### config.mk
export PLATFORM = sky130hd
export DESIGN_NAME = fill_engine
export DESIGN_NICKNAME = d
export VERILOG_FILES = /design/src/rtl/fill_pkg.sv /design/src/rtl/fill_pattern.sv /design/src/rtl/fill_engine.sv
export SDC_FILE = /design/constraint.sdc
export NUM_CORES = 1
export LEC_CHECK = 0
export CORE_ASPECT_RATIO = 1.5
export CORE_MARGIN = 1
export CORE_UTILIZATION = 30
export CTS_CLUSTER_SIZE = 28
export DETAILED_ROUTE_END_ITERATION = 16
export PLACE_DENSITY = 0.49
export SLEW_MARGIN = 0
export SYNTH_ARGS = -nofsm -noshare
export SYNTH_HDL_FRONTEND = slang
export SYNTH_SLANG_ARGS = --single-unit
### constraint.sdc
create_clock -name clk -period 3.5 [get_ports clk]
set_input_delay 0.7 -clock clk [delete_from_list [all_inputs] [get_ports clk]]
set_output_delay 0.7 -clock clk [all_outputs]
set_load 0.005 [all_outputs]
### src/rtl/fill_pkg.sv
// Shared types and resolution presets for the rectangle fill engine.
package fill_pkg;

    typedef enum logic [1:0] {
        SOLID   = 2'd0,
        COLS    = 2'd1,
        ROWS    = 2'd2,
        CHECKER = 2'd3
    } fill_mode_e;

    typedef enum logic [1:0] {
        IDLE = 2'd0,
        FILL = 2'd1,
        DONE = 2'd2
    } fill_state_e;

    // 160x120 matches the original lab adapter; 320x240 is the larger build.
    localparam int H_RES_160 = 160;
    localparam int V_RES_120 = 120;
    localparam int XW_160    = 8;
    localparam int YW_120    = 7;

    localparam int H_RES_320 = 320;
    localparam int V_RES_240 = 240;
    localparam int XW_320    = 9;
    localparam int YW_240    = 8;

endpackage

### src/rtl/fill_pattern.sv
// Combinational pixel colour generator for the four fill modes.
module fill_pattern
    import fill_pkg::*;
#(
    parameter int CW       = 3,
    parameter int XW       = 8,
    parameter int YW       = 7,
    parameter int CHK_LOG2 = 3
) (
    input  fill_mode_e      mode,
    input  logic [CW-1:0]   colour,
    input  logic [XW-1:0]   x,
    input  logic [YW-1:0]   y,
    output logic [CW-1:0]   pixel
);

    // Only low coordinate bits feed the patterns.
    logic unused_xy;
    assign unused_xy = ^{x, y};

    always_comb begin
        pixel = colour;
        case (mode)
            SOLID:   pixel = colour;
            COLS:    pixel = x[CW-1:0];
            ROWS:    pixel = y[CW-1:0];
            CHECKER: pixel = (x[CHK_LOG2] ^ y[CHK_LOG2]) ? ~colour : colour;
            default: pixel = colour;
        endcase
    end

endmodule

### src/rtl/fill_engine.sv
// Rasters a clipped rectangle into the VGA adapter, one pixel per clock,
// column-major (y fastest), with start/done handshake.
module fill_engine #(
    parameter int H_RES    = 160,
    parameter int V_RES    = 120,
    parameter int XW       = 8,
    parameter int YW       = 7,
    parameter int CW       = 3,
    parameter int CHK_LOG2 = 3
) (
    input  logic            clk,
    input  logic            rst,
    input  logic            start,
    input  logic [1:0]      mode,
    input  logic [CW-1:0]   colour,
    input  logic [XW-1:0]   x0,
    input  logic [YW-1:0]   y0,
    input  logic [XW-1:0]   x1,
    input  logic [YW-1:0]   y1,
    output logic            busy,
    output logic            done,
    output logic [XW-1:0]   vga_x,
    output logic [YW-1:0]   vga_y,
    output logic [CW-1:0]   vga_colour,
    output logic            vga_plot
);

    import fill_pkg::*;

    localparam logic [XW-1:0] X_LAST = XW'(H_RES - 1);
    localparam logic [YW-1:0] Y_LAST = YW'(V_RES - 1);

    fill_state_e     state, state_nxt;
    logic [XW-1:0]   cur_x, cur_x_nxt;
    logic [YW-1:0]   cur_y, cur_y_nxt;
    logic [XW-1:0]   lx1;
    logic [YW-1:0]   ly0, ly1;
    fill_mode_e      lmode, mode_nxt;
    logic [CW-1:0]   lcol, col_nxt;
    logic [CW-1:0]   pix_nxt;
    logic            load;

    logic [XW-1:0]   clip_x1;
    logic [YW-1:0]   clip_y1;
    logic            empty;

    assign clip_x1 = (x1 > X_LAST) ? X_LAST : x1;
    assign clip_y1 = (y1 > Y_LAST) ? Y_LAST : y1;
    assign empty   = (x0 > clip_x1) || (y0 > clip_y1);

    always_comb begin
        state_nxt = state;
        cur_x_nxt = cur_x;
        cur_y_nxt = cur_y;
        load      = 1'b0;
        case (state)
            IDLE: begin
                if (start) begin
                    load      = 1'b1;
                    cur_x_nxt = x0;
                    cur_y_nxt = y0;
                    state_nxt = empty ? DONE : FILL;
                end
            end
            FILL: begin
                if (cur_y == ly1) begin
                    cur_y_nxt = ly0;
                    if (cur_x == lx1) begin
                        state_nxt = DONE;
                    end else begin
                        cur_x_nxt = cur_x + XW'(1);
                    end
                end else begin
                    cur_y_nxt = cur_y + YW'(1);
                end
            end
            DONE: begin
                if (!start) begin
                    state_nxt = IDLE;
                end
            end
            default: state_nxt = IDLE;
        endcase
    end

    // Colour for the pixel that will be on the bus next cycle; on the
    // IDLE->FILL edge the latches are not loaded yet, so take the inputs.
    assign mode_nxt = load ? fill_mode_e'(mode) : lmode;
    assign col_nxt  = load ? colour : lcol;

    fill_pattern #(
        .CW       (CW),
        .XW       (XW),
        .YW       (YW),
        .CHK_LOG2 (CHK_LOG2)
    ) u_pattern (
        .mode   (mode_nxt),
        .colour (col_nxt),
        .x      (cur_x_nxt),
        .y      (cur_y_nxt),
        .pixel  (pix_nxt)
    );

    always_ff @(posedge clk) begin
        if (rst) begin
            state <= IDLE;
        end else begin
            state <= state_nxt;
        end
    end

    always_ff @(posedge clk) begin
        if (rst) begin
            cur_x      <= '0;
            cur_y      <= '0;
            lx1        <= '0;
            ly0        <= '0;
            ly1        <= '0;
            lmode      <= SOLID;
            lcol       <= '0;
            busy       <= 1'b0;
            done       <= 1'b0;
            vga_plot   <= 1'b0;
            vga_x      <= '0;
            vga_y      <= '0;
            vga_colour <= '0;
        end else begin
            cur_x <= cur_x_nxt;
            cur_y <= cur_y_nxt;
            if (load) begin
                lx1   <= clip_x1;
                ly0   <= y0;
                ly1   <= clip_y1;
                lmode <= fill_mode_e'(mode);
                lcol  <= colour;
            end
            busy     <= (state_nxt == FILL);
            done     <= (state_nxt == DONE);
            vga_plot <= (state_nxt == FILL);
            if (state_nxt == FILL) begin
                vga_x      <= cur_x_nxt;
                vga_y      <= cur_y_nxt;
                vga_colour <= pix_nxt;
            end else begin
                vga_x      <= '0;
                vga_y      <= '0;
                vga_colour <= '0;
            end
        end
    end

endmodule

==> results_dict.tcl <==
set metrics [dict create \
    cts-root-buf "clkbuf_16" \
    max_clock_freq_mhz 303 \
    finish.utilization_pct 42.3 \
    mostFrequentLayoutCells "dfxtp_1 (64), nor2_1 (63), clkdlybuf4s50_1 (58)" \
    fp.dieH_um 131 \
    hold_path.class "flip-flop to flip-flop" \
    place_ws_ps -187 \
    place.gp.congestion 0.812 \
    hold_slack_ps 457 \
    layout_setup_ws_ps 202 \
    multi_input_area_um2 1890 \
    cts_resized 0 \
    final_common_cell "dfxtp_1" \
    dieWidth_um 87.8 \
    yosysSeqAreaShare_pct 38.7 \
    antenna_found_initial 0 \
    ys_seq_elements 64 \
    grt_use_met2_pct 33.4 \
    rsz0062_at_grt "false" \
    nets 523 \
    wl_per_cell_um 15.9 \
    final_max_slew_viol_count 0 \
    vias 3031 \
    ant_nets 0 \
    cp-end-kind "flip-flop" \
    h-tree-depth 3 \
    grt-busiest-layer "met2" \
    worstPathMaxFanout 6 \
    worst_pin_slew_ps 663 \
    ys_warn_count 0 \
    crit_path_start_kind "input pin" \
    arrival_ps 3500 \
    clk_path_buf_depth 2 \
    avgSynthCellArea_um2 8.32 \
    finalSetupViolCount 0 \
    worstPathRequired_ps 3710 \
    outcome "finished clean" \
    grt_pass1_wl_um 15900 \
    critical_path_class "input pin to flip-flop" \
    n_antenna_cell 0 \
    synth_edf_count 0 \
    ir_drop_mv 0.270 \
    clk_latency_ps 330 \
    vias_per_cell 4.90 \
    worst_slew_margin_rel_pct 54.6 \
    grt_pass1_vias 3121 \
    dieArea_um2 11500 \
    numCtsBuffers 9 \
    dp_hpwl_um 7290 \
    io-pin-count 59 \
    drive_above_1_share_pct 11.2 \
    leakage_uw 0.00182 \
    syn-cell-area_um2 3310 \
    synth.distinct_cells 56 \
    hold_viol_final 0 \
    power_density_nw_per_um2 530 \
    fin_crit_ps 3300 \
    synth_ff_type "dfxtp_1" \
    async_reset_ff_share_pct 0 \
    gr-usage-met3_pct 2.51 \
    final.period_utilization_pct 94.2 \
    synth_fp_nets 452 \
    register_area_um2 1280 \
    grt_max_degree 45 \
    nFillCells 1102 \
    drtIter0Drc 108 \
    use_met1_pct 20.1 \
    fin_cells 618 \
    gr-total-overflow 0 \
    grt_use_total_pct 18.6 \
    finalClockSkew_ps 6.05 \
    clkSinkCount 64 \
    drcViolationCount 0 \
    tns_ps 0 \
    port_buffers 58 \
    first_pass_iters 4 \
    wl_um 9810 \
    syn_to_final_growth_pct 36.2 \
    maxCapViolations 0 \
    fp.coreArea_um2 10600 \
    cts_setup_buffers 0 \
    clk_pin_slew_ps 50 \
    cts_tree "done" \
    rows 46 \
    dp.cells 602 \
    syn_inst 398 \
    start_util_pct 31.1 \
    postCtsHoldBufs 0 \
]
[Yosys cell counts, types with 4 or more instances]
| master | number | area (µm²) |
|---|---|---|
| a21oi_1 | 31 | 155 |
| xor2_1 | 9 | 78.8 |
| mux2i_1 | 14 | 140 |
| nor2_1 | 64 | 240 |
| ha_1 | 16 | 200 |
| nand3_1 | 10 | 50.1 |
| nand2_1 | 55 | 206 |
| nand4_1 | 6 | 37.5 |
| a211oi_1 | 6 | 45.0 |
| o21ai_0 | 8 | 40.0 |
| nor2b_1 | 7 | 43.8 |
| buf_2 | 4 | 20.0 |
| dfxtp_1 | 64 | 1280 |
| clkbuf_1 | 15 | 56.3 |
| o22a_1 | 6 | 52.6 |
| xnor2_1 | 11 | 96.3 |
| inv_1 | 12 | 45.0 |
[critical path: stages]
cell,delay (ps)
clkdlybuf4s50_1,470
and4_1,220
nor2_1,70
ha_1,280
nor2b_1,130
a2bb2oi_1,120
maj3_1,350
a22oi_1,230
a32o_1,290
nand2_1,200
a2111oi_2,430
[kinds of logic (layout without fill, tap and decap cells)]
family	after synthesis	count (layout)	share of synthesized area, %
AND/OR/NAND/NOR	161	161	21.8
AO/OA/AOI/OAI	83	83	17.1
flip-flops	64	64	38.7
buffers and inverters	34	110	4.35
XOR/XNOR	22	22	6.47
adder cells (fa/ha/maj)	17	17	6.35
multiplexers	17	17	5.25
[layer usage]
metal	up-vias	wire length, µm
li1	1530	-
met1	1417	3940
met2	55	5170
met3	29	220
met4	0	486
met5	-	0
[state kept, by name (all words and copies together) (netlist names)]
signal / flops
vga_x: 8
state: 2
lcol: 3
ly1: 7
lx1: 8
done: 1
vga_plot: 1
lmode: 2
ly0: 7
cur_y: 7
vga_colour: 3
vga_y: 7
cur_x: 8
[worst paths after layout]
check                               from       endpoint  slack [ps]  depth (start not counted)
worst max-delay path               y1[4]  vga_colour[1]         200                         11
worst min-delay path              ly0[0]         ly0[0]         460                          2
worst max register to register  cur_y[0]  vga_colour[1]         640                          7
worst min register to register    ly0[0]         ly0[0]         460                          2
[layout make-up]
cell class	count	area share, %
clock buffer	11	5.39
clock inverter	5	2.30
inverter	12	0.999
multi-input combinational	300	42.0
sequential	64	28.4
tap	144	4.00
timing repair buffer	82	16.9
[power by group]
group | switching (µW) | internal, µW
registers | 55.4 | 787
clock network | 322 | 715
logic | 269 | 241
[per-stage QoR]
step                total power (µW)  instance area, µm²
floorplan                       1160                3310
global placement                1360                4150
detailed placement              1360                4150
CTS                             2410                4500
global route                    2500                4510
finish                          2390                4510
No activity file was read; power rests on OpenSTA's default activity.
==> edit, RTL diff (config.mk and constraints unchanged) <==
The output `busy` loses its register stage (`busy` becomes a continuous assignment).
--- a/src/rtl/fill_engine.sv
+++ b/src/rtl/fill_engine.sv
@@ -118,7 +118,6 @@
             ly1        <= '0;
             lmode      <= SOLID;
             lcol       <= '0;
-            busy       <= 1'b0;
             done       <= 1'b0;
             vga_plot   <= 1'b0;
             vga_x      <= '0;
@@ -134,7 +133,6 @@
                 lmode <= fill_mode_e'(mode);
                 lcol  <= colour;
             end
-            busy     <= (state_nxt == FILL);
             done     <= (state_nxt == DONE);
             vga_plot <= (state_nxt == FILL);
             if (state_nxt == FILL) begin
@@ -149,5 +147,7 @@
         end
     end
 
+    assign busy = (state_nxt == FILL);
+
 endmodule
 
Formal check against the unedited RTL: not equivalent (a bounded check fails within 4 cycles, from zero or initial values and one cycle with rst high).
==> edit against the original RTL <==
- area after synthesis increased by 4.3%
- synthesized cell count rose by 5.5%
- combinational power up 24%
- via count grew 11%
- non-clock buffer count up 17
- routed wire length is 7.6% higher
- setup slack improved by 0.0026 ns
- sequential cell count unchanged
- power increased by 3.6%
- register-to-register slack better by 0.20 ns
- final area grew 5.9%
==> edit: results (changes against the original RTL) <==
{| class="wikitable"
! Metric !! Value
|-
| Run status || complete, no violations
|-
| Worst flop-to-flop path startpoint || state[1]$_SDFF_PP0_
|-
| Fraction of area in non-clock buffers || 18.7% (+1.8 points)
|-
| Worst hold endpoint || ly0[5]$_SDFFE_PP0P_
|-
| Setup Skew || 0.00610 ns (+0.0000450 ns)
|-
| Pin count of the biggest net entering global routing || 43 (-4.4%)
|-
| WP data arrival || 2.59 ns (-0.91 ns)
|-
| Static leakage power || 1.96 nW (+7.7%)
|-
| Hold WS || 0.461 ns (+0.00344 ns)
|-
| # fillers || 1,092 (-0.91%)
|-
| Number of multi-input combinational cells in the layout || 316 (+5.3%)
|-
| Relative contribution of combinational cells to total power || 25.5% (+4.2 points)
|-
| Hold Path Origin || ly0[5]$_SDFFE_PP0P_
|-
| Total number of clock tree sinks || 64 (unchanged)
|-
| Non-CTS inverters || 15 (+3)
|-
| Worst R2R Setup Slack || 0.84 ns (+0.20 ns)
|-
| Met3 wire length || 345 microns (+57%)
|-
| Vias per cell || 5.10 (+4.0%)
|-
| Layout area overhead || 38.2%
|-
| Number of buffers added by the clock tree synthesis step || 9 (unchanged)
|-
| Number of placed instances, taps included || 641 (+6.5%)
|-
| Wirelength, routed || 10,600 microns (+7.6%)
|-
| Avg Inst Size Synth || 8.22 sq um (-1.1%)
|-
| Net count after synthesis || 474 (+4.9%)
|-
| Met2 layer usage reported by global route || 35.7% (+2.4 points)
|-
| Final cell count without fillers || 657 (+6.3%)
|-
| Actual slew at the worst max-slew pin || 0.587 ns (-0.0766 ns)
|-
| Register area share after synthesis || 37.1% (-1.6 points)
|-
| Net Switching || 0.729 mW (+13%)
|-
| Routed length on met1 || 4130 microns (+4.8%)
|-
| Largest delay share family, worst path || buffers and inverters
|-
| Drt first-iter violations || 121 (+12%)
|-
| Overall track demand over capacity in global routing || 19.3% (+0.68 points)
|-
| Non-clock buffer total of the final layout || 99 (+21%)
|-
| First-pass GRT wire length || 17,200 microns (+8.4%)
|-
| Power consumed by the clock network || 0.971 mW (-7%)
|-
| Share of post-route cells with drive strength above 1 || 14.9% (+3.7 points)
|-
| Peak supply drop || 0.000225 V (-17%)
|-
| Half-perimeter wire length of the detailed placement result || 7880 microns (+8.2%)
|-
| Routability cong. || 0.857 (+5.5%)
|-
| Die footprint || 12,000 sq um (+4.3%)
|-
| Most numerous cell types in the synthesized netlist || sky130_fd_sc_hd__dfxtp_1, sky130_fd_sc_hd__nor2_1, sky130_fd_sc_hd__nand2_1
|-
| Met3 GRT Util || 3.53% (+1.0 points)
|-
| Placed Instance Area || 4420 sq um (+6.5%)
|-
| Class of the worst hold path || reg2reg
|-
| GR Layer Usage met1 || 20.8% (+0.66 points)
|-
| Area contributors post-synth || sky130_fd_sc_hd__dfxtp_1, sky130_fd_sc_hd__nor2_1, sky130_fd_sc_hd__ha_1
|-
| Vias in the first global route || 3,479 (+11%)
|-
| Share of cell area taken by multi-input logic gates || 42.7% (+0.70 points)
|-
| Comb group || 0.632 mW (+24%)
|-
| Largest driver fanout on the critical path || 4 (-2)
|-
| Final layout net count || 559 (+6.9%)
|}
-- edit: worst max path at each step --
stage           from             endpoint  slack (ns)  depth (start not counted)
6_report       x1[7]                 busy        0.21                         12
5_1_grt        x1[7]                 busy        0.03                         12
4_1_cts        y1[3]                 busy       0.001                         11
3_5_place_dp   y1[4]                 busy       -0.45                         11
3_3_place_gp   y1[4]                 busy       -0.41                         11
2_1_floorplan  y1[4]  vga_y[2]$_SDFF_PP0_        0.57                         12
-- edit: timing repair --
item,in CTS,in global routing
pin swaps,4,6
endpoints found under the setup margin,1,1
gates resized for setup,10,10
setup buffers,0,0
-- edit: logic make-up (layout without fill, tap and decap cells) --
group	after synthesis	count (layout)	synth area share [%]
flip-flops	64	64	37.1
XOR/XNOR	22	22	6.38
AND/OR/NAND/NOR	167	167	22.6
buffers and inverters	40	130	4.60
AO/OA/AOI/OAI	98	98	19.5
adder cells (fa/ha/maj)	17	17	6.09
multiplexers	12	12	3.66
